<file path="src/rtl/countdown_pkg.sv">
// Shared types, constants and helpers for the BCD mm:ss countdown timer.
//   state_t    : controller states IDLE / RUN / PAUSE / DONE
//   bcd_valid  : checks a two-digit BCD byte for legal digits and an upper bound
package countdown_pkg;

  typedef enum logic [1:0] {
    IDLE  = 2'd0,
    RUN   = 2'd1,
    PAUSE = 2'd2,
    DONE  = 2'd3
  } state_t;

  localparam int         DATA_W        = 16;
  localparam logic [3:0] BCD_DIGIT_MAX = 4'd9;
  localparam logic [3:0] BCD_TENS_MAX  = 4'd5;
  localparam logic [7:0] BCD_SEC_MAX   = 8'h59;

  // With both digits legal, packed BCD bytes order the same way as their
  // decimal values, so a plain unsigned compare against max is exact.
  function automatic logic bcd_valid(input logic [7:0] val, input logic [7:0] max);
    return (val[7:4] <= BCD_DIGIT_MAX) && (val[3:0] <= BCD_DIGIT_MAX) && (val <= max);
  endfunction

  // Seconds additionally need a tens digit of 0..5.
  function automatic logic bcd_sec_valid(input logic [7:0] val);
    return bcd_valid(val, BCD_SEC_MAX) && (val[7:4] <= BCD_TENS_MAX);
  endfunction

endpackage

</file>
<file path="src/rtl/bcd_pair_down.sv">
// Two-digit BCD down counter with a configurable wrap value.
//   clk, rst_n : clock, asynchronous active-low reset (clears to 00)
//   load       : capture load_val (has priority over dec_en)
//   load_val   : BCD value to load
//   dec_en     : decrement by one; 00 wraps to WRAP
//   q          : current BCD value
//   borrow     : high while dec_en is applied to 00 (wrap in progress)
//   is_zero    : q == 00
module bcd_pair_down
  import countdown_pkg::*;
#(
  parameter logic [7:0] WRAP = 8'h59
) (
  input  logic       clk,
  input  logic       rst_n,
  input  logic       load,
  input  logic [7:0] load_val,
  input  logic       dec_en,
  output logic [7:0] q,
  output logic       borrow,
  output logic       is_zero
);

  assign is_zero = (q == 8'h00);
  assign borrow  = dec_en && is_zero;

  always_ff @(posedge clk or negedge rst_n) begin
    if (!rst_n) begin
      q <= 8'h00;
    end else if (load) begin
      q <= load_val;
    end else if (dec_en) begin
      if (q[3:0] != 4'd0) begin
        q[3:0] <= q[3:0] - 4'd1;
      end else if (q[7:4] != 4'd0) begin
        q <= {q[7:4] - 4'd1, BCD_DIGIT_MAX};
      end else begin
        q <= WRAP;
      end
    end
  end

endmodule

</file>
<file path="src/rtl/countdown_mmss.sv">
// BCD minutes:seconds countdown timer.
//   clk, rst_n : clock, asynchronous active-low reset
//   ld, data   : load request and BCD value {min_tens,min_units,sec_tens,sec_units}
//   start      : start / resume counting
//   pause      : suspend counting
//   tick       : one-cycle decrement strobe (1 Hz prescaler)
//   qout       : current mm:ss value, same packing as data
//   busy       : high while running or paused
//   done       : one-cycle pulse when the count reaches 00:00
//   bw         : one-cycle pulse when seconds wrap 00 -> 59
//   err        : one-cycle pulse when a load value is rejected
// Input priority each cycle: ld > pause > start > tick.
module countdown_mmss
  import countdown_pkg::*;
#(
  parameter logic [7:0] MIN_MAX = 8'h59
) (
  input  logic              clk,
  input  logic              rst_n,
  input  logic              ld,
  input  logic [DATA_W-1:0] data,
  input  logic              start,
  input  logic              pause,
  input  logic              tick,
  output logic [DATA_W-1:0] qout,
  output logic              busy,
  output logic              done,
  output logic              bw,
  output logic              err
);

  state_t     state_q, state_d;
  logic       load_ok, load_en, sec_dec;
  logic       done_d, err_d, busy_d;
  logic       sec_borrow, sec_zero, min_zero, min_borrow_unused;
  logic [7:0] sec_q, min_q;
  logic       count_zero, last_tick;

  assign qout       = {min_q, sec_q};
  assign load_ok    = bcd_valid(data[15:8], MIN_MAX) && bcd_sec_valid(data[7:0]);
  assign count_zero = sec_zero && min_zero;
  // The decrement that lands on 00:00 starts from 00:01; this is the only
  // way to finish, so minutes never borrow from 00.
  assign last_tick  = min_zero && (sec_q == 8'h01);

  always_comb begin
    state_d = state_q;
    load_en = 1'b0;
    sec_dec = 1'b0;
    done_d  = 1'b0;
    err_d   = 1'b0;
    if (ld) begin
      if (load_ok) begin
        load_en = 1'b1;
        state_d = IDLE;
      end else begin
        err_d = 1'b1;
      end
    end else begin
      case (state_q)
        IDLE: begin
          if (start) begin
            if (count_zero) begin
              state_d = DONE;
              done_d  = 1'b1;
            end else begin
              state_d = RUN;
            end
          end
        end
        RUN: begin
          if (pause) begin
            state_d = PAUSE;
          end else if (tick) begin
            sec_dec = 1'b1;
            if (last_tick) begin
              state_d = DONE;
              done_d  = 1'b1;
            end
          end
        end
        PAUSE: begin
          if (start) state_d = RUN;
        end
        DONE: begin
          state_d = DONE;
        end
        default: state_d = IDLE;
      endcase
    end
    busy_d = (state_d == RUN) || (state_d == PAUSE);
  end

  always_ff @(posedge clk or negedge rst_n) begin
    if (!rst_n) begin
      state_q <= IDLE;
      busy    <= 1'b0;
      done    <= 1'b0;
      bw      <= 1'b0;
      err     <= 1'b0;
    end else begin
      state_q <= state_d;
      busy    <= busy_d;
      done    <= done_d;
      bw      <= sec_borrow;
      err     <= err_d;
    end
  end

  bcd_pair_down #(.WRAP(BCD_SEC_MAX)) u_sec (
    .clk      (clk),
    .rst_n    (rst_n),
    .load     (load_en),
    .load_val (data[7:0]),
    .dec_en   (sec_dec),
    .q        (sec_q),
    .borrow   (sec_borrow),
    .is_zero  (sec_zero)
  );

  bcd_pair_down #(.WRAP(BCD_SEC_MAX)) u_min (
    .clk      (clk),
    .rst_n    (rst_n),
    .load     (load_en),
    .load_val (data[15:8]),
    .dec_en   (sec_borrow),
    .q        (min_q),
    .borrow   (min_borrow_unused),
    .is_zero  (min_zero)
  );

endmodule

</file>
<file path="config.mk">
export PLATFORM = sky130hd
export DESIGN_NAME = countdown_mmss
export DESIGN_NICKNAME = d
export VERILOG_FILES = /design/src/rtl/countdown_pkg.sv /design/src/rtl/bcd_pair_down.sv /design/src/rtl/countdown_mmss.sv
export SDC_FILE = /design/constraint.sdc
export NUM_CORES = 1
export LEC_CHECK = 0
export CAP_MARGIN = 20
export CORE_UTILIZATION = 44
export DETAILED_ROUTE_END_ITERATION = 8
export PLACE_DENSITY = 0.75
export REMOVE_ABC_BUFFERS = 1
export SLEW_MARGIN = 15
export SYNTH_ARGS = -nofsm -noshare
export SYNTH_HDL_FRONTEND = slang
export SYNTH_SLANG_ARGS = --single-unit
</file>
<file path="constraint.sdc">
create_clock -name clk -period 2.2 [get_ports clk]
set_input_delay 0.55 -clock clk [delete_from_list [all_inputs] [get_ports clk]]
set_output_delay 0.55 -clock clk [all_outputs]
set_load 0.02 [all_outputs]
</file>
[Yosys cells after proc, flatten, opt, wreduce, memory -nomap -nowiden]
Index checks and enable logic that the tools add are counted.
Word-level totals
  register bits after elaboration: 22
  latch bits: 0
  bits in writable memories: 0
  memory bits (read-only): 0
  input port bits: 22
  output and inout bits: 20
  word-level logic and storage cells: 83
  memories: 0
Operators by class
  add/subtract/negate cells: 4
  multipliers: 0
  divide/modulo/power cells: 0
  magnitude comparators: 7
  equality and inequality tests: 8
  shifts and indexed selects: 0
  muxes and demuxes: 34
  bitwise gates (word level): 0
  reduce and logical (&&, ||, !) cells: 21
Operators by type and width (count)
  $mux 8: 6
  $le 4x4->1 const B: 4
  $le 8x7->1 const B: 2
  $logic_not 8->1: 2
  $mux 2: 8
  $mux 4: 4
  $reduce_bool 4->1: 4
  $sub 4x1->4 const B: 4
  $mux 1: 14
  $logic_and 1x1->1: 9
  $eq 8x1->1 const B: 1
  $pmux 2 s4: 1
  $eq 2x2->1 const B: 3
  $eq 2x1->1 const B: 2
  $le 4x3->1 const B: 1
  $ne 2x2->1 const B: 2
  $reduce_and 2->1: 2
  $reduce_bool 2->1: 2
  $logic_not 2->1: 1
  $pmux 1 s2: 1
  $logic_or 1x1->1: 1

[Longest topological paths before layout]
  depth in word-level cells: 9
  depth in mapped cells: 7
  depth with buffers taken out: 6

[Modules after synthesis]
Synthesis repeated with hierarchy kept, for this count alone.
Second synthesis, totals
  cell total of the unflattened synthesis: 145
  area total of the unflattened synthesis: 1340.0 µm²
Modules (own cells, without submodules)
  bcd_pair_down: times used 2, cells each 50, area an instance 450.4 µm², sequential area each 200.2 µm²
  countdown_mmss: times used 1, cells each 45, area an instance 439.2 µm², sequential area each 150.1 µm²

[Worst setup path after synthesis]
OpenSTA, ideal clock, no wires.
  path kind: input port to flip-flop
  start point: in pause
  end point: reg u_sec.q[5]
  setup time: 0.082 ns
  data arrival time: 1.652 ns
  data required time: 2.118 ns
  slack: 0.466 ns
  stages: 5
  path buffers: 0
  path through: and4bb_4 > and2_4 > nand2_2 > or4_1 > a31oi_1
On the way
  cells in the longest elaborated chain, start to end: 5
RTL lines
  start, declared: line countdown_mmss.sv:23  | input logic pause,
  $mux 1: line countdown_mmss.sv:72  | if (pause) begin
  $mux 1: line countdown_mmss.sv:60  | case (state_q)
  $mux 1: line countdown_mmss.sv:52  | if (ld) begin
  $reduce_bool 2->1 (no source line)
  $reduce_and 2->1 (no source line)
  end signal, assigned: line bcd_pair_down.sv:31  | q <= load_val;
  end signal, assigned: line bcd_pair_down.sv:36  | q <= {q[7:4] - 4'd1, BCD_DIGIT_MAX};
  end, declared: line bcd_pair_down.sv:19  | output logic [7:0] q,
Every way passes these cells.
A chain may end at the register's enable or synchronous reset.

[Worst setup path after layout]
  start point: reg u_sec.q[0]
  end point: out qout[0]
RTL lines
  start signal, assigned: line bcd_pair_down.sv:31
  start signal, assigned: line bcd_pair_down.sv:34  | q[3:0] <= q[3:0] - 4'd1;
  start signal, assigned: line bcd_pair_down.sv:36
  end, declared: line countdown_mmss.sv:25  | output logic [DATA_W-1:0] qout,
No word-level cell between the ends.

==> summary.md <==
| Metric | Value |
|---|---|
| Register area share after synthesis | `about 46%` |
| CP Capture Type | `primary output` |
| Outcome | `finished clean` |
| Startpoint types | `register` |
| Fin crit period | `~2 ns` |
| Via count | `1,207` |
| Top cells by area, synth | `dfrtp_1 46%, a21oi_1 6.2%, nor2_1 6.2%` |
| Final routed DRC violation total | `0` |
| Initial DRC Count | `30` |
| Pleak | `around 0.00071 uW` |
| Post-CTS Setup Repair Bufs | `0` |
| DIE WIDTH | `54.3 um` |
| Final ANT Viol Nets | `0` |
| Die height | `between 50 and 60 um` |
| Synth top area share | `45.8%` |
| Initial antenna violation count | `0` |
| Vias in the first global route | `~1.1k` |
| Area growth, synth to finish | `44.6%` |
| Post-CTS resize count | `0` |
| Starting Density | `47.7%` |
| Fin. Hold Viols | `0` |
| Top Family by Delay on Critical Path | `buffers and inverters` |
| CTS tree | `built` |
| CTS Buffer Depth | `2` |
| Hold-fix buffers at CTS | `0` |
| Global-route wire length before repair | `5050 um` |
| Syn Inst Count | `around 130` |
| Placed instance area | `1720 um2` |
| Fillers | `227` |
| Fin util | `~69%` |
| Max_cap viols | `0` |
| Core Region | `around 2500 um2` |
| Nets | `between 200 and 250` |
| Dpl hpwl | `2390 um` |
| Global-route usage over all layers | `23.9%` |
| Hold Path Cell Cnt | `1` |
| PortBufs | `41` |
| Total gr overflow | `0` |
| Setup TNS | `0 ns` |
| RSZ-0062 raised after global routing | `no` |
| Hold Path Class | `reg2reg` |
| Finished Layout Cells | `212` |
| Largest net degree at the start of global routing | `23` |
| WS Path Type | `reg2out` |
| Worst-margin pin slew | `0.379 ns` |
| Top-level port count | `between 40 and 50` |
| Unique cell type count in the Yosys netlist | `38` |
| Synth warnings | `0` |
| Drt via density | `5.69` |
| Crit path depth | `1` |
| Crit-path slowest cell | `clkdlybuf4s50_1` |
| Drt wl/cell | `approximately 15 um` |
| Buf/Inv on CP | `1` |
| Post-Syn Area | `1200 um2` |
| Area occupied by multi-input gates | `621 um2` |
| Die area | `2950 um2` |
| Clock Pin Slew Worst Setup and Hold Paths | `around 0.11 ns` |
| # rows | `18` |
| IR drop worst, VDD | `689 uV` |
| Clk root buf | `clkbuf_4` |
| Final setup vio count | `0` |
| Worst skew pair latency | `0.30 ns` |
| Drt first pass iters | `4` |
| CTS buffer count | `3` |
| Yosys top cell by area | `dfrtp_1` |
| Max Clock Skew | `0.00137 ns` |
| Max incr delay on CP | `around 0.66 ns` |
| Clock sink count | `22` |
| Syn_area_per_cell | `9.18 um2` |
| Max-slew headroom | `approximately three quarters` |
| Critical Path RT | `1.65 ns` |
| Number of diodes | `0` |
| Critical path fanouts, max | `9` |
| Cell count after placement | `209` |
| Fmax | `roughly 500 MHz` |
| Critical-path cell list | `clkdlybuf4s50_1` |
| Share of post-route cells with drive strength above 1 | `12.6%` |
| Tcrit/Tclk final | `91.9%` |
| GP Congestion | `0.872` |
| Post-route cell area | `1740 um2` |
| Fin. max-slew vios | `0` |
| Worst Reg2Reg Path Length in Cells | `6` |
| Yosys reg bits | `22` |
| Power per standard cell area | `approximately 940 nW/um2` |
| CTS H-tree depth | `1` |
| Register area | `551 um2` |
| Overall routed net length | `3110 um` |
| Critical Path AT | `1.47 ns` |
report_power, final:
group / switching, uW / internal, uW
clock: 116 / 63.9
combinational: 357 / 372
sequential: 201 / 527
total: 673 / 963
cells in the mapped netlist:
cell	n
nand4b_1	2
nand4_1	1
nand2_2	1
or2b_1	1
nor4_1	3
clkbuf_1	3
o211ai_1	1
and4bb_4	1
a31oi_1	3
clkinv_1	1
xor2_1	6
a31o_2	1
nand2_1	9
nor3_2	1
a211oi_1	1
dfrtp_1	22
a41oi_1	1
nor2_1	20
and4_1	2
buf_2	1
o31ai_2	1
xnor2_1	1
nor4_4	1
o21ai_0	11
mux2i_1	1
o211a_1	2
o221ai_1	1
a21oi_2	1
a21oi_1	15
nor3b_1	1
and2_4	1
nand3_1	6
nor4_2	1
nand2b_1	1
o21a_1	1
nand3b_1	1
or4_1	1
inv_1	3
logic make-up (layout without fill, tap and decap cells):
family	count (synthesis)	after routing	synth area share [%]
flops	22	22	45.8
mux	1	1	0.832
xor+xnor	7	7	5.10
buf+inv	8	59	2.60
compound gates	39	39	19.9
simple gates	54	54	25.8
layer usage:
layer	track usage, %	vias up	wire length, um
met3	5.83	2	160
met5	0	-	0
met2	43.1	36	1600
li1	-	577	-
met1	29.0	592	1330
met4	3.42	0	12
cell usage in the layout, fill, tap and decap left out, types with 6 or more instances in the layout:
cell / Yosys / layout
clkdlybuf4s50_1: 0 / 41
dfrtp_1: 22 / 22
nor2_1: 20 / 20
a21oi_1: 15 / 15
o21ai_0: 11 / 11
buf_4: 0 / 11
nand2_1: 9 / 9
xor2_1: 6 / 6
nand3_1: 6 / 6
metrics by stage:
stage | hold WS, ns | power [uW] | setup WS (ns)
final | 0.553 | 1640 | 0.178
after global routing | 0.586 | 1740 | 0.126
after CTS | 0.552 | 1640 | 0.171
after detailed placement | 0.527 | 1460 | -0.115
after global placement | 0.526 | 1440 | -0.0218
after floorplan | 0.254 | 1090 | 0.317
worst paths after layout:
| path | to | startpoint | slack [ns] |
|---|---|---|---|
| worst max-delay path | qout[0] | u_sec.q[0] | 0.18 |
| worst min-delay path | u_sec.q[7] | u_sec.q[7] | 0.55 |
| worst max register to register | u_min.q[5] | u_sec.q[4] | 0.47 |
| worst min register to register | u_sec.q[7] | u_sec.q[7] | 0.55 |
| max in group asynchronous | u_min.q[5] | rst_n | 1.39 |
| min in group asynchronous | done | rst_n | 0.58 |
area by class of cell:
| class | count | area share, % |
|---|---|---|
| clock buffer | 3 | 1.29 |
| timing repair buffer | 52 | 28.3 |
| inverter | 4 | 0.863 |
| sequential | 22 | 31.7 |
| tap | 30 | 2.16 |
| multi-input combinational | 101 | 35.7 |
sequential cells by signal, summed over array words and instances, names as in the netlist:
register and cells:
state_q 2, done 1, u_sec.q 8, u_min.q 8, busy 1, err 1
bw 1
Power figures use the tool's default switching activity.
